## config.mk

```make
export PLATFORM = sky130hd
export DESIGN_NAME = spypath_delay_meter
export DESIGN_NICKNAME = d
export VERILOG_FILES = /design/src/rtl/spypath_delay_meter.sv
export SDC_FILE = /design/constraint.sdc
export NUM_CORES = 1
export LEC_CHECK = 0
export CORE_MARGIN = 2
export CORE_UTILIZATION = 40
export DETAILED_ROUTE_END_ITERATION = 7
export GPL_ROUTABILITY_DRIVEN = 0
export PLACE_DENSITY = 0.67
export SLEW_MARGIN = 15
export SYNTH_ARGS = -nofsm -noshare
export SYNTH_HDL_FRONTEND = slang
export SYNTH_SLANG_ARGS = --single-unit
```

## constraint.sdc

```tcl
create_clock -name clk -period 5 [get_ports clk]
set_clock_uncertainty 0.15 [all_clocks]
set_input_delay 1 -clock clk [delete_from_list [all_inputs] [get_ports clk]]
set_output_delay 1 -clock clk [all_outputs]
set_load 0.05 [all_outputs]
```

## src/rtl/spypath_delay_meter.sv

```systemverilog
`timescale 1ns/1ps
// spypath_delay_meter: launch/capture controller timing edge arrival through one spypath chain.
// Optional feature macro SPYPATH_MINMAX_EN enables delayMin/delayMax tracking (otherwise both read 0).
module spypath_delay_meter #(
  parameter int CNT_W       = 16,
  parameter int TRIALS_W    = 8,
  parameter int TIMEOUT_CYC = 1023,
  parameter int SETTLE_CYC  = 8,
  parameter int INVERT      = 0
) (
  input  logic                      clk,
  input  logic                      rst,
  input  logic                      start,
  input  logic [TRIALS_W-1:0]       numTrials,
  output logic                      pathInput,
  input  logic                      pathResult,
  output logic                      busy,
  output logic                      done,
  output logic                      timeout,
  output logic [TRIALS_W-1:0]       trialCount,
  output logic [CNT_W+TRIALS_W-1:0] delaySum,
  output logic [CNT_W-1:0]          delayMin,
  output logic [CNT_W-1:0]          delayMax
);

  localparam int   SET_W = $clog2(SETTLE_CYC + 1);
  localparam logic INV   = (INVERT != 0);

  typedef enum logic [2:0] {IDLE, SETTLE, LAUNCH, WAIT, RECORD, FIN} state_t;

  state_t              state;
  logic [1:0]          resPipe;
  logic                resSync;
  logic                expected;
  logic [CNT_W-1:0]    cycCnt;
  logic [SET_W-1:0]    settleCnt;
  logic [TRIALS_W-1:0] numTrialsQ;
  logic [TRIALS_W:0]   trialNext;
  logic                startAcc;
  logic                recordEv;

  assign resSync   = resPipe[1];
  assign expected  = pathInput ^ INV;
  assign trialNext = {1'b0, trialCount} + (TRIALS_W+1)'(1);
  assign startAcc  = (state == IDLE) && start;
  assign recordEv  = (state == RECORD);

  always_ff @(posedge clk or posedge rst) begin
    if (rst) resPipe <= '0;
    else     resPipe <= {resPipe[0], pathResult};
  end

  always_ff @(posedge clk or posedge rst) begin
    if (rst) begin
      state      <= IDLE;
      pathInput  <= 1'b0;
      busy       <= 1'b0;
      done       <= 1'b0;
      timeout    <= 1'b0;
      trialCount <= '0;
      delaySum   <= '0;
      cycCnt     <= '0;
      settleCnt  <= '0;
      numTrialsQ <= '0;
    end else begin
      done <= 1'b0;
      case (state)
        IDLE: begin
          if (start) begin
            numTrialsQ <= numTrials;
            trialCount <= '0;
            delaySum   <= '0;
            timeout    <= 1'b0;
            busy       <= 1'b1;
            settleCnt  <= '0;
            state      <= (numTrials == '0) ? FIN : SETTLE;
          end
        end
        SETTLE: begin
          if (resSync == expected) begin
            if (settleCnt == SET_W'(SETTLE_CYC - 1)) begin
              settleCnt <= '0;
              state     <= LAUNCH;
            end else begin
              settleCnt <= settleCnt + SET_W'(1);
            end
          end else begin
            settleCnt <= '0;
          end
        end
        LAUNCH: begin
          pathInput <= ~pathInput;
          cycCnt    <= '0;
          state     <= WAIT;
        end
        WAIT: begin
          if (resSync == expected) begin
            state <= RECORD;
          end else if (cycCnt == CNT_W'(TIMEOUT_CYC)) begin
            // Timed-out trial is abandoned without touching the accumulators.
            timeout <= 1'b1;
            state   <= FIN;
          end else begin
            cycCnt <= cycCnt + CNT_W'(1);
          end
        end
        RECORD: begin
          delaySum   <= delaySum + (CNT_W+TRIALS_W)'(cycCnt);
          trialCount <= trialNext[TRIALS_W-1:0];
          settleCnt  <= '0;
          state      <= (trialNext == {1'b0, numTrialsQ}) ? FIN : SETTLE;
        end
        FIN: begin
          done  <= 1'b1;
          busy  <= 1'b0;
          state <= IDLE;
        end
        default: state <= IDLE;
      endcase
    end
  end

`ifdef SPYPATH_MINMAX_EN
  always_ff @(posedge clk or posedge rst) begin
    if (rst) begin
      delayMin <= '0;
      delayMax <= '0;
    end else if (startAcc) begin
      delayMin <= '1;
      delayMax <= '0;
    end else if (recordEv) begin
      if (cycCnt < delayMin) delayMin <= cycCnt;
      if (cycCnt > delayMax) delayMax <= cycCnt;
    end
  end
`else
  logic unusedMinMax;
  assign unusedMinMax = startAcc ^ recordEv;
  assign delayMin     = '0;
  assign delayMax     = '0;
`endif

endmodule

```

* After elaboration in Yosys (flattened, before gate mapping)
Cells that the tools add are included.
** Storage, ports and cells
- Bits in registers :: 69
- Bits of input ports :: 12
- Logic and storage cells :: 72
** Operators by class
- $add $sub $neg :: 4
- Eq/ne operators :: 16
- Multiplexer cells :: 26
- Bitwise gates (word level) :: 1
- Reduce and logical (&&, ||, !) cells :: 14
** Operator list (count)
- $pmux 24 s2 :: 1
- $mux 16 :: 2
- $pmux 16 s2 :: 1
- $add 24x16->24 :: 1
- $mux 24 :: 1
- $mux 3 :: 7
- $add 16x1->16 const B :: 1
- $eq 16x10->1 const B :: 1
- $pmux 8 s2 :: 1
- $pmux 3 s5 :: 1
- $mux 4 :: 3
- $ne 2x2->1 const B :: 6
- $pmux 4 s3 :: 1
- $add 8x1->9 const B :: 1
- $eq 9x8->1 :: 1
- $logic_not 8->1 :: 1
- $mux 8 :: 1
- $reduce_and 2->1 :: 4
- $reduce_and 4->1 :: 2
- $reduce_bool 2->1 :: 4
- $eq 3x2->1 const B :: 2
- $eq 3x3->1 const B :: 2
- $mux 1 :: 5
- $add 4x1->4 const B :: 1
- 9 further kinds :: 10

* Depth between registers and ports, before layout
Gate-level depths: netlist of the first run.
- Depth in word-level cells :: 4
- Mapped depth :: 8
- Depth with buffers taken out :: 8

* Least setup slack after synthesis of the first run
No wires, ideal clock.
- Path type :: register -> register
- From :: reg delaySum[0]
- To :: reg delaySum[12]
- Library setup time :: 0.134 ns
- Data arrival time :: 2.233 ns
- Slack :: 2.482 ns
- Cell stages (with the launch flop) :: 9
- Buffers on the path :: 0
- Period minus slack after synthesis :: 2.518 ns
- Cells stage by stage :: dfrtp_1 ha_1 fa_1 a21oi_1 o21ai_0 a211o_1 a31oi_1 xor2_1 o21ai_0
** Between the ends
- Word-level cells in the longest chain between the ends :: 2
** RTL lines
- from (decl) :: line 21 : output logic [CNT_W+TRIALS_W-1:0] delaySum,
- from (signal assigned) :: line 108 : delaySum <= delaySum + (CNT_W+TRIALS_W)'(cycCnt);
- $add 24x16->24 :: line 108
- $pmux 24 s2 :: line 67 : case (state)
Every way passes these cells.
A chain may end at the register's enable or synchronous reset.

* Final worst setup path of the first run
- From :: reg trialCount[0]
- To :: out trialCount[0]
** RTL lines
- from (decl) :: line 20 : output logic [TRIALS_W-1:0] trialCount,
- from (signal assigned) :: line 109 : trialCount <= trialNext[TRIALS_W-1:0];
No word-level cell between the ends.

==> results of run 1 <==
state kept, by name, indices dropped and copies added (netlist names):
register,cells
settleCnt,4
trialCount,8
pathInput,1
timeout,1
busy,1
cycCnt,16
state,3
numTrialsQ,8
done,1
delaySum,24
resPipe,2
synth_stat cells (3+ instances only):
library cell	n	share of area [%]
nor4_1	7	1.0
a21o_1	3	0.52
o21ai_0	40	4.6
o31ai_1	4	0.69
nand2_1	57	4.9
nand3_1	29	3.3
xor2_1	13	2.6
mux2i_1	9	2.1
buf_4	32	5.5
nand4_1	6	0.86
nor2_1	32	2.8
and3_1	3	0.43
inv_1	12	1.0
and2_1	4	0.58
or3_1	4	0.58
nor3_1	11	1.3
xnor2_1	27	5.4
mux2_2	8	2.1
clkbuf_1	11	0.95
a211oi_1	3	0.52
a21oi_1	25	2.9
dfrtp_1	69	40
a31oi_1	4	0.58
ha_1	19	5.5
metal layers:
metal  part of all wire, %  global-route usage, %  vias to the layer above
li1                      -                      -                     1733
met1                    47                   23.3                     1712
met2                    46                   26.8                      109
met3                   5.2                   3.19                       12
met4                   1.2                   4.95                        0
met5                     0                      0                        -
logic make-up (layout without fill, tap and decap cells):
kind of cell / Yosys count / count (layout) / synth area share (%)
AOI/OAI and AO/OA: 104 / 104 / 14.9
xor gates and xnor gates: 40 / 40 / 8.06
adders and majority gates: 20 / 20 / 5.93
buffers and inverters: 58 / 78 / 8.00
DFF: 69 / 69 / 39.7
muxes: 17 / 17 / 4.15
other: 1 / 32 / 0.0863
and+or+nand+nor: 171 / 171 / 19.1
where the power goes:
group	switching (W)	internal, W	leakage (nW)
Sequential	0.0000805	0.000627	0.906
Clock	0.000222	0.000294	0.112
Combinational	0.000328	0.000175	1.18
Total	0.000630	0.00110	2.19
how the worst max path moves through the flow:
stage | start | endpoint | slack [ns]
2_1_floorplan | rst | busy | 2.11
3_3_place_gp | start | timeout | 2.05
3_5_place_dp | start | timeout | 1.99
4_1_cts | trialCount[0] | trialCount[0] | 2.08
5_1_grt | state[2] | delaySum[23] | 1.86
6_report | trialCount[0] | trialCount[0] | 2.10
metrics by stage:
step           instance area [µm²]  power (W)
2_1_floorplan                 4460    0.00109
3_3_place_gp                  4830    0.00121
3_5_place_dp                  4830    0.00122
4_1_cts                       5060    0.00174
5_1_grt                       5060    0.00181
6_report                      5060    0.00173
layout make-up:
cell class	count	area share [%]
multi-input combinational	384	47.3
tap	140	3.46
clock buffer	10	2.72
inverter	12	0.891
timing repair buffer	50	9.75
sequential	69	34.2
clock inverter	6	1.71
==> flow_metrics.tcl, run 1 <==
set metrics [dict create \
    hold_ws_ns 0.213 \
    path_buf_inv 1 \
    cts_hold_buf 0 \
    ff2ff_setup_slack_ns 2.13 \
    status "complete, no violations" \
    crit_chain "clkdlybuf4s50_1" \
    cts_sinks 69 \
    coreArea_mm2 0.0107 \
    cts_buffer_depth 2 \
    crit_type "flop to primary output" \
    syn_area_mm2 0.00435 \
    cts_root_buffer "clkbuf_8" \
    cts_tree "built" \
    antenna_found_initial 0 \
    n_antenna_cell 0 \
    layout_commonest_cell "dfrtp_1" \
    setup_viol 0 \
    tightest_slew_ns 1.04 \
    syn2layout_area_growth_pct 16.4 \
    cts_resized 0 \
    critPathMaxStageDelay_ns 0.87 \
    min_to "resPipe[1]" \
    hold_viol_final 0 \
    vias_per_cell 5.31 \
    yosys_register_bits 69 \
    h-tree-depth 3 \
    layout_common_cells "69 x dfrtp_1, 57 x nand2_1, 47 x clkdlybuf4s50_1" \
    cp.arrival_ns 1.75 \
    fin_crit_ns 2.90 \
    utilization_pct 47.3 \
    regArea_mm2 0.00173 \
    critical_path_required_ns 3.85 \
    cap_viol_max_count 0 \
    hpwl_mm 6.67 \
    setup_slack_ns 2.10 \
    peakVddDrop_v 0.000212 \
    portBuffers 47 \
    pre_cts_slack_ns 1.99 \
    worst_r2r_path_depth 6 \
    die_h_um 108 \
    finalMaxSlewViolations 0 \
    hold_class "flop to flop" \
    row_count 38 \
    io_pins 80 \
    startpoint_type "flop" \
    critPathMaxFanout 9 \
    crit_slowest_cell "clkdlybuf4s50_1" \
    fillers 1032 \
    hold_path_depth 0 \
    rr_endpoint "delaySum[23]" \
    fmax_mhz 345 \
    power.density_mw_per_mm2 341 \
    die_x_um 108 \
    start_util_pct 40.6 \
    grt_pass1_vias 3286 \
    r2r-start "state[2]" \
    synth_edf_count 0 \
    grt_max_degree 42 \
    layout.nets 558 \
    rsz0062_at_grt "no" \
    synth_area_per_cell_um2 9.05 \
    synthArstFlopShare_pct 100 \
    hp-start "resPipe[0]" \
    grt_pass1_wl_mm 15.7 \
    synthCells 480 \
    cp.depth 1 \
    ys_types 58 \
    ys_warn_count 0 \
    grt_usage_pct 16.8 \
    dr.pass1.iters 4 \
    synth-main-ff-cell "dfrtp_1" \
    multiInputGateArea_mm2 0.00239 \
    timing.setup.tns_ns 0 \
    drc 0 \
    slew_headroom_pct 30.2 \
    endpoint_kind "primary output" \
    die-area_mm2 0.0117 \
    drt-initial-drc-count 184 \
    insertion_delay_ns 0.35 \
    dp_cells 655 \
    post_cts_buffers 0 \
    finalCritPeriodShare_pct 58.0 \
    stdcell_count 671 \
    wl_mm 9.42 \
    leakage_nw 2.19 \
    routedWlPerCell_um 14.0 \
    numCtsBuffers 9 \
    clk_pin_slew_ns 0.07 \
    grt_overflow 0 \
    drive_gt1_share_pct 7.53 \
    critPathTopFamily "buffers and inverters" \
    synth-seq-area-share_pct 39.7 \
    antenna_left 0 \
    vias 3566 \
]
(Power assumes the default switching activity.)
==> inputs of run 2 (changes only) <==
==> constraint.sdc (replaced) <==
create_clock -name clk -period 2.7 [get_ports clk]
set_clock_uncertainty 0.15 [all_clocks]
set_input_delay 0.54 -clock clk [delete_from_list [all_inputs] [get_ports clk]]
set_output_delay 0.54 -clock clk [all_outputs]
set_load 0.05 [all_outputs]
==> flow_metrics.tcl, run 2 (synthesis results as in run 1) <==
set metrics [dict create \
    grt_max_degree 55 \
    drc 0 \
    coreArea_mm2 0.0107 \
    endpoint_kind "flop" \
    die-area_mm2 0.0117 \
    dr.pass1.iters 4 \
    grt_usage_pct 17.3 \
    path_common_cell "a21oi_1" \
    hold_viol_final 0 \
    slew_headroom_pct 64.5 \
    combPwrFrac_pct 29.5 \
    critPathMaxStageDelay_ns 0.44 \
    vias 3525 \
    fmax_mhz 402 \
    hpwl_mm 6.87 \
    cp.arrival_ns 2.60 \
    finalCritPeriodShare_pct 92.0 \
    stdcell_count 679 \
    grt_overflow 0 \
    grt_pass1_wl_mm 16.1 \
    setup_viol 0 \
    top_register "delaySum" \
    crit_slowest_cell "dfrtp_1" \
    cts_hold_buf 0 \
    finalMaxSlewViolations 0 \
    pwr-share-seq_pct 41.2 \
    layout_commonest_cell "dfrtp_1" \
    status "complete, no violations" \
    die_x_um 108 \
    largest_reg_flops 24 \
    row_count 38 \
    cts_tree "built" \
    tightest_slew_ns 0.531 \
    power.switching_w 0.00117 \
    routedWlPerCell_um 14.0 \
    reg_top3 "delaySum x24, cycCnt x16" \
    cts_buffer_depth 2 \
    layout_common_cells "69 x dfrtp_1, 57 x nand2_1, 47 x clkdlybuf4s50_1" \
    vias_per_cell 5.19 \
    syn2layout_area_growth_pct 17.7 \
    crit_chain "ha_1, fa_1, a21oi_1, o21ai_1, a21oi_1, o211ai_1, nand4bb_1, mux2i_1" \
    peakVddDrop_v 0.000309 \
    portBuffers 47 \
    critPathMaxFanout 6 \
    fin_crit_ns 2.48 \
    swShare_pct 36.7 \
    rsz0062_at_grt "no" \
    clk_pin_slew_ns 0.07 \
    timing.setup.tns_ns 0 \
    insertion_delay_ns 0.34 \
    n_antenna_cell 0 \
    h-tree-depth 3 \
    cts_root_buffer "clkbuf_8" \
    grt_pass1_vias 3320 \
    setup_slack_ns 0.215 \
    numCtsBuffers 9 \
    hold_class "flop to flop" \
    drive_gt1_share_pct 8.53 \
    start_util_pct 40.6 \
    clkPwrFrac_pct 29.4 \
    critical_path_required_ns 2.81 \
    crit_type "flop to flop" \
    power.density_mw_per_mm2 621 \
    die_h_um 108 \
    cap_viol_max_count 0 \
    wl_mm 9.50 \
    power.internal_w 0.00201 \
    startpoint_type "flop" \
    drt-initial-drc-count 242 \
    layout.nets 566 \
    antenna_found_initial 0 \
    antenna_left 0 \
    cts_sinks 69 \
    dp_cells 663 \
    pre_cts_slack_ns 0.148 \
    leakage_nw 2.23 \
    io_pins 80 \
]
[run 2: cell count changes in the layout (fill, tap and decap cells not counted), sizes merged]
cell | before | now
buf | 3 | 11
clkinv | 3 | 4
clkinvlp | 1 | 0
[run 2: repair_timing]
action / 4_1_cts / 5_1_grt
buffers inserted: 0 / 0
gates resized for setup: 0 / 1
setup endpoints to repair: 0 / 4
[run 2: power groups by stage]
stage	Clock, W	Sequential, W	Combinational [W]
detailed placement	0	0.00133	0.000939
finish	0.000932	0.00131	0.000935
global placement	0	0.00132	0.000924
floorplan	0	0.00156	0.000465
CTS	0.000957	0.00131	0.000942
global route	0.000996	0.00133	0.00101
[run 2: stage by stage]
step                util (%)  instance area [µm²]  hold WS (ns)  total power, W
floorplan                  -                 4460         0.181         0.00202
global placement        45.8                 4900         0.185         0.00225
detailed placement      45.8                 4900         0.188         0.00227
CTS                     47.8                 5110         0.205         0.00321
global route            47.8                 5110         0.216         0.00334
finish                  47.8                 5110         0.201         0.00317
[run 2: final cells by class]
cell class / count / area [µm²]
fillers: 1030 / 5580
clock inverters: 6 / 87.6
multi-input cells: 384 / 2390
clock buffers: 10 / 128
well taps: 140 / 175
inverters: 12 / 45.0
repair buffers: 58 / 566
flip-flops and latches: 69 / 1730
[run 2: worst max-delay path: cells and delay by family (launching register included)]
family                     cells  cell delay [ns]
muxes                          1             0.19
DFF                            1             0.44
adders and majority gates      2             0.64
and+or+nand+nor                1             0.18
AOI/OAI and AO/OA              4             0.82
[run 2: path summary, 6_finish.rpt]
kind / start / end / slack (ns) / cells after the start
max: cycCnt[0] / delaySum[18] / 0.22 / 8
min: resPipe[0] / resPipe[1] / 0.20 / 0
max reg2reg: cycCnt[0] / delaySum[18] / 0.22 / 8
min reg2reg: resPipe[0] / resPipe[1] / 0.20 / 0
max in group asynchronous: rst / state[2] / 1.44 / 3
min in group asynchronous: rst / delaySum[19] / 0.34 / 2
[run 2: per-layer routing]
metal / global-route usage (%) / share of wire (%) / vias to the layer above
li1: - / - / 1747
met1: 24.5 / 49 / 1687
met2: 26.4 / 46 / 81
met3: 3.44 / 4.3 / 10
met4: 5.68 / 1.2 / 0
met5: 0 / 0 / -
==> inputs of run 3 (changes only) <==
--- a/config.mk
+++ b/config.mk
@@ -5,11 +5,12 @@
 export SDC_FILE = /design/constraint.sdc
 export NUM_CORES = 1
 export LEC_CHECK = 0
+export CAP_MARGIN = 30
 export CORE_MARGIN = 2
-export CORE_UTILIZATION = 40
+export CORE_UTILIZATION = 53
 export DETAILED_ROUTE_END_ITERATION = 7
 export GPL_ROUTABILITY_DRIVEN = 0
-export PLACE_DENSITY = 0.67
+export PLACE_DENSITY = 0.84
 export SLEW_MARGIN = 15
 export SYNTH_ARGS = -nofsm -noshare
 export SYNTH_HDL_FRONTEND = slang
==> flow_metrics.tcl, run 3 (synthesis results as in run 1) <==
set metrics [dict create \
    cts_hold_buf 0 \
    die_h_um 94.5 \
    top_register "delaySum" \
    drc 0 \
    cts_tree "built" \
    post_cts_buffers 0 \
    dr.pass1.iters 4 \
    portBuffers 47 \
    cts_sinks 69 \
    finalCritPeriodShare_pct 92.4 \
    io_pins 80 \
    crit_slowest_cell "dfrtp_1" \
    hold_class "flop to flop" \
    critPathTopFamily "compound AO/OA/AOI/OAI gates" \
    worstSetupStartpoint "cycCnt[3]" \
    path_buf_inv 0 \
    die_x_um 94.5 \
    largest_reg_flops 24 \
    cap_viol_max_count 0 \
    cp.arrival_ns 2.61 \
    start_util_pct 53.7 \
    wl_mm 9.39 \
    coreArea_mm2 0.00809 \
    critPathMaxStageDelay_ns 0.45 \
    stdcell_count 643 \
    grt_usage_pct 23.4 \
    rsz0062_at_grt "no" \
    r2r-start "cycCnt[3]" \
    layout_common_cells "69 x dfrtp_1, 57 x nand2_1, 47 x clkdlybuf4s50_1" \
    fmax_mhz 401 \
    fin_crit_ns 2.50 \
    insertion_delay_ns 0.35 \
    die-area_mm2 0.00894 \
    dp_cells 628 \
    drt-initial-drc-count 256 \
    grt_overflow 0 \
    vias 3592 \
    crit_chain "ha_1, nand3_1, o211ai_2, a31oi_2, a211o_2, a21boi_0, mux2i_1" \
    antenna_left 0 \
    clk_pin_slew_ns 0.07 \
    cts_root_buffer "clkbuf_8" \
    hp-start "resPipe[0]" \
    grt_pass1_wl_mm 16.4 \
    fillers 652 \
    vias_per_cell 5.59 \
    layout.nets 566 \
    routedWlPerCell_um 14.6 \
    cts_resized 0 \
    grt_max_degree 53 \
    tightest_slew_ns 0.611 \
    row_count 33 \
    h-tree-depth 3 \
    crit_type "flop to flop" \
    hold_viol_final 0 \
    reg_top3 "delaySum x24, cycCnt x16" \
    cts_buffer_depth 2 \
    endpoint_kind "flop" \
    timing.setup.tns_ns 0 \
    peakVddDrop_v 0.000358 \
    finalMaxSlewViolations 0 \
    layout_commonest_cell "dfrtp_1" \
    drive_gt1_share_pct 7.99 \
    n_antenna_cell 0 \
    slew_headroom_pct 59.2 \
    critPathMaxFanout 6 \
    power.density_mw_per_mm2 595 \
    startpoint_type "flop" \
    antenna_found_initial 0 \
    setup_viol 0 \
    critical_path_required_ns 2.82 \
    hpwl_mm 6.90 \
    grt_pass1_vias 3463 \
    numCtsBuffers 9 \
    leakage_nw 2.21 \
    status "complete, no violations" \
    syn2layout_area_growth_pct 15.4 \
]
[run 3: where the power goes]
group / internal [W] / switching, W
Clock: 0.000352 / 0.000383
Combinational: 0.000327 / 0.000609
Sequential: 0.00116 / 0.000151
Total: 0.00184 / 0.00114
[run 3: path summary, 6_finish.rpt]
kind                                 endpoint  cells after the start  slack [ns]
worst max-delay path             delaySum[19]                      7        0.20
worst min-delay path               resPipe[1]                      0        0.21
worst max register to register   delaySum[19]                      7        0.20
worst min register to register     resPipe[1]                      0        0.21
max in group asynchronous       trialCount[6]                      3        1.43
min in group asynchronous        delaySum[20]                      2        0.34
[run 3: routing by layer]
layer | GRT usage, % | vias up | part of all wire (%)
met5 | 0 | - | 0
met4 | 11.2 | 0 | 1.9
met3 | 4.39 | 19 | 5.1
met2 | 37.4 | 101 | 48
met1 | 30.7 | 1725 | 45
li1 | - | 1747 | -
[run 3: worst reg2reg max path: stages, from the launching register on]
cell      delay (ns)
dfrtp_1         0.45
ha_1            0.41
nand3_1         0.12
o211ai_2        0.25
a31oi_2         0.18
a211o_2         0.41
a21boi_0        0.23
mux2i_1         0.22
[run 3: per-stage QoR]
step                      hold slack [ns]  util (%)  area [µm²]  power, W  worst slack [ns]
after floorplan                     0.181         -        4460   0.00202             0.182
after global placement              0.184      60.0        4860   0.00224             0.251
after detailed placement            0.193      60.0        4860   0.00227             0.214
after CTS                           0.209      62.0        5010   0.00300             0.194
after global routing                0.215      62.0        5010   0.00314            0.0425
final                               0.212      62.0        5010   0.00298             0.205
[run 3: cell type report]
| type | instances | area, µm² | area share, % |
|---|---|---|---|
| inverter | 12 | 45.0 | 0.898 |
| sequential | 69 | 1730 | 34.4 |
| clock buffer | 13 | 149 | 2.97 |
| timing repair buffer | 58 | 566 | 11.3 |
| multi-input combinational | 384 | 2390 | 47.6 |
| clock inverter | 2 | 10.0 | 0.200 |
| tap | 105 | 131 | 2.62 |
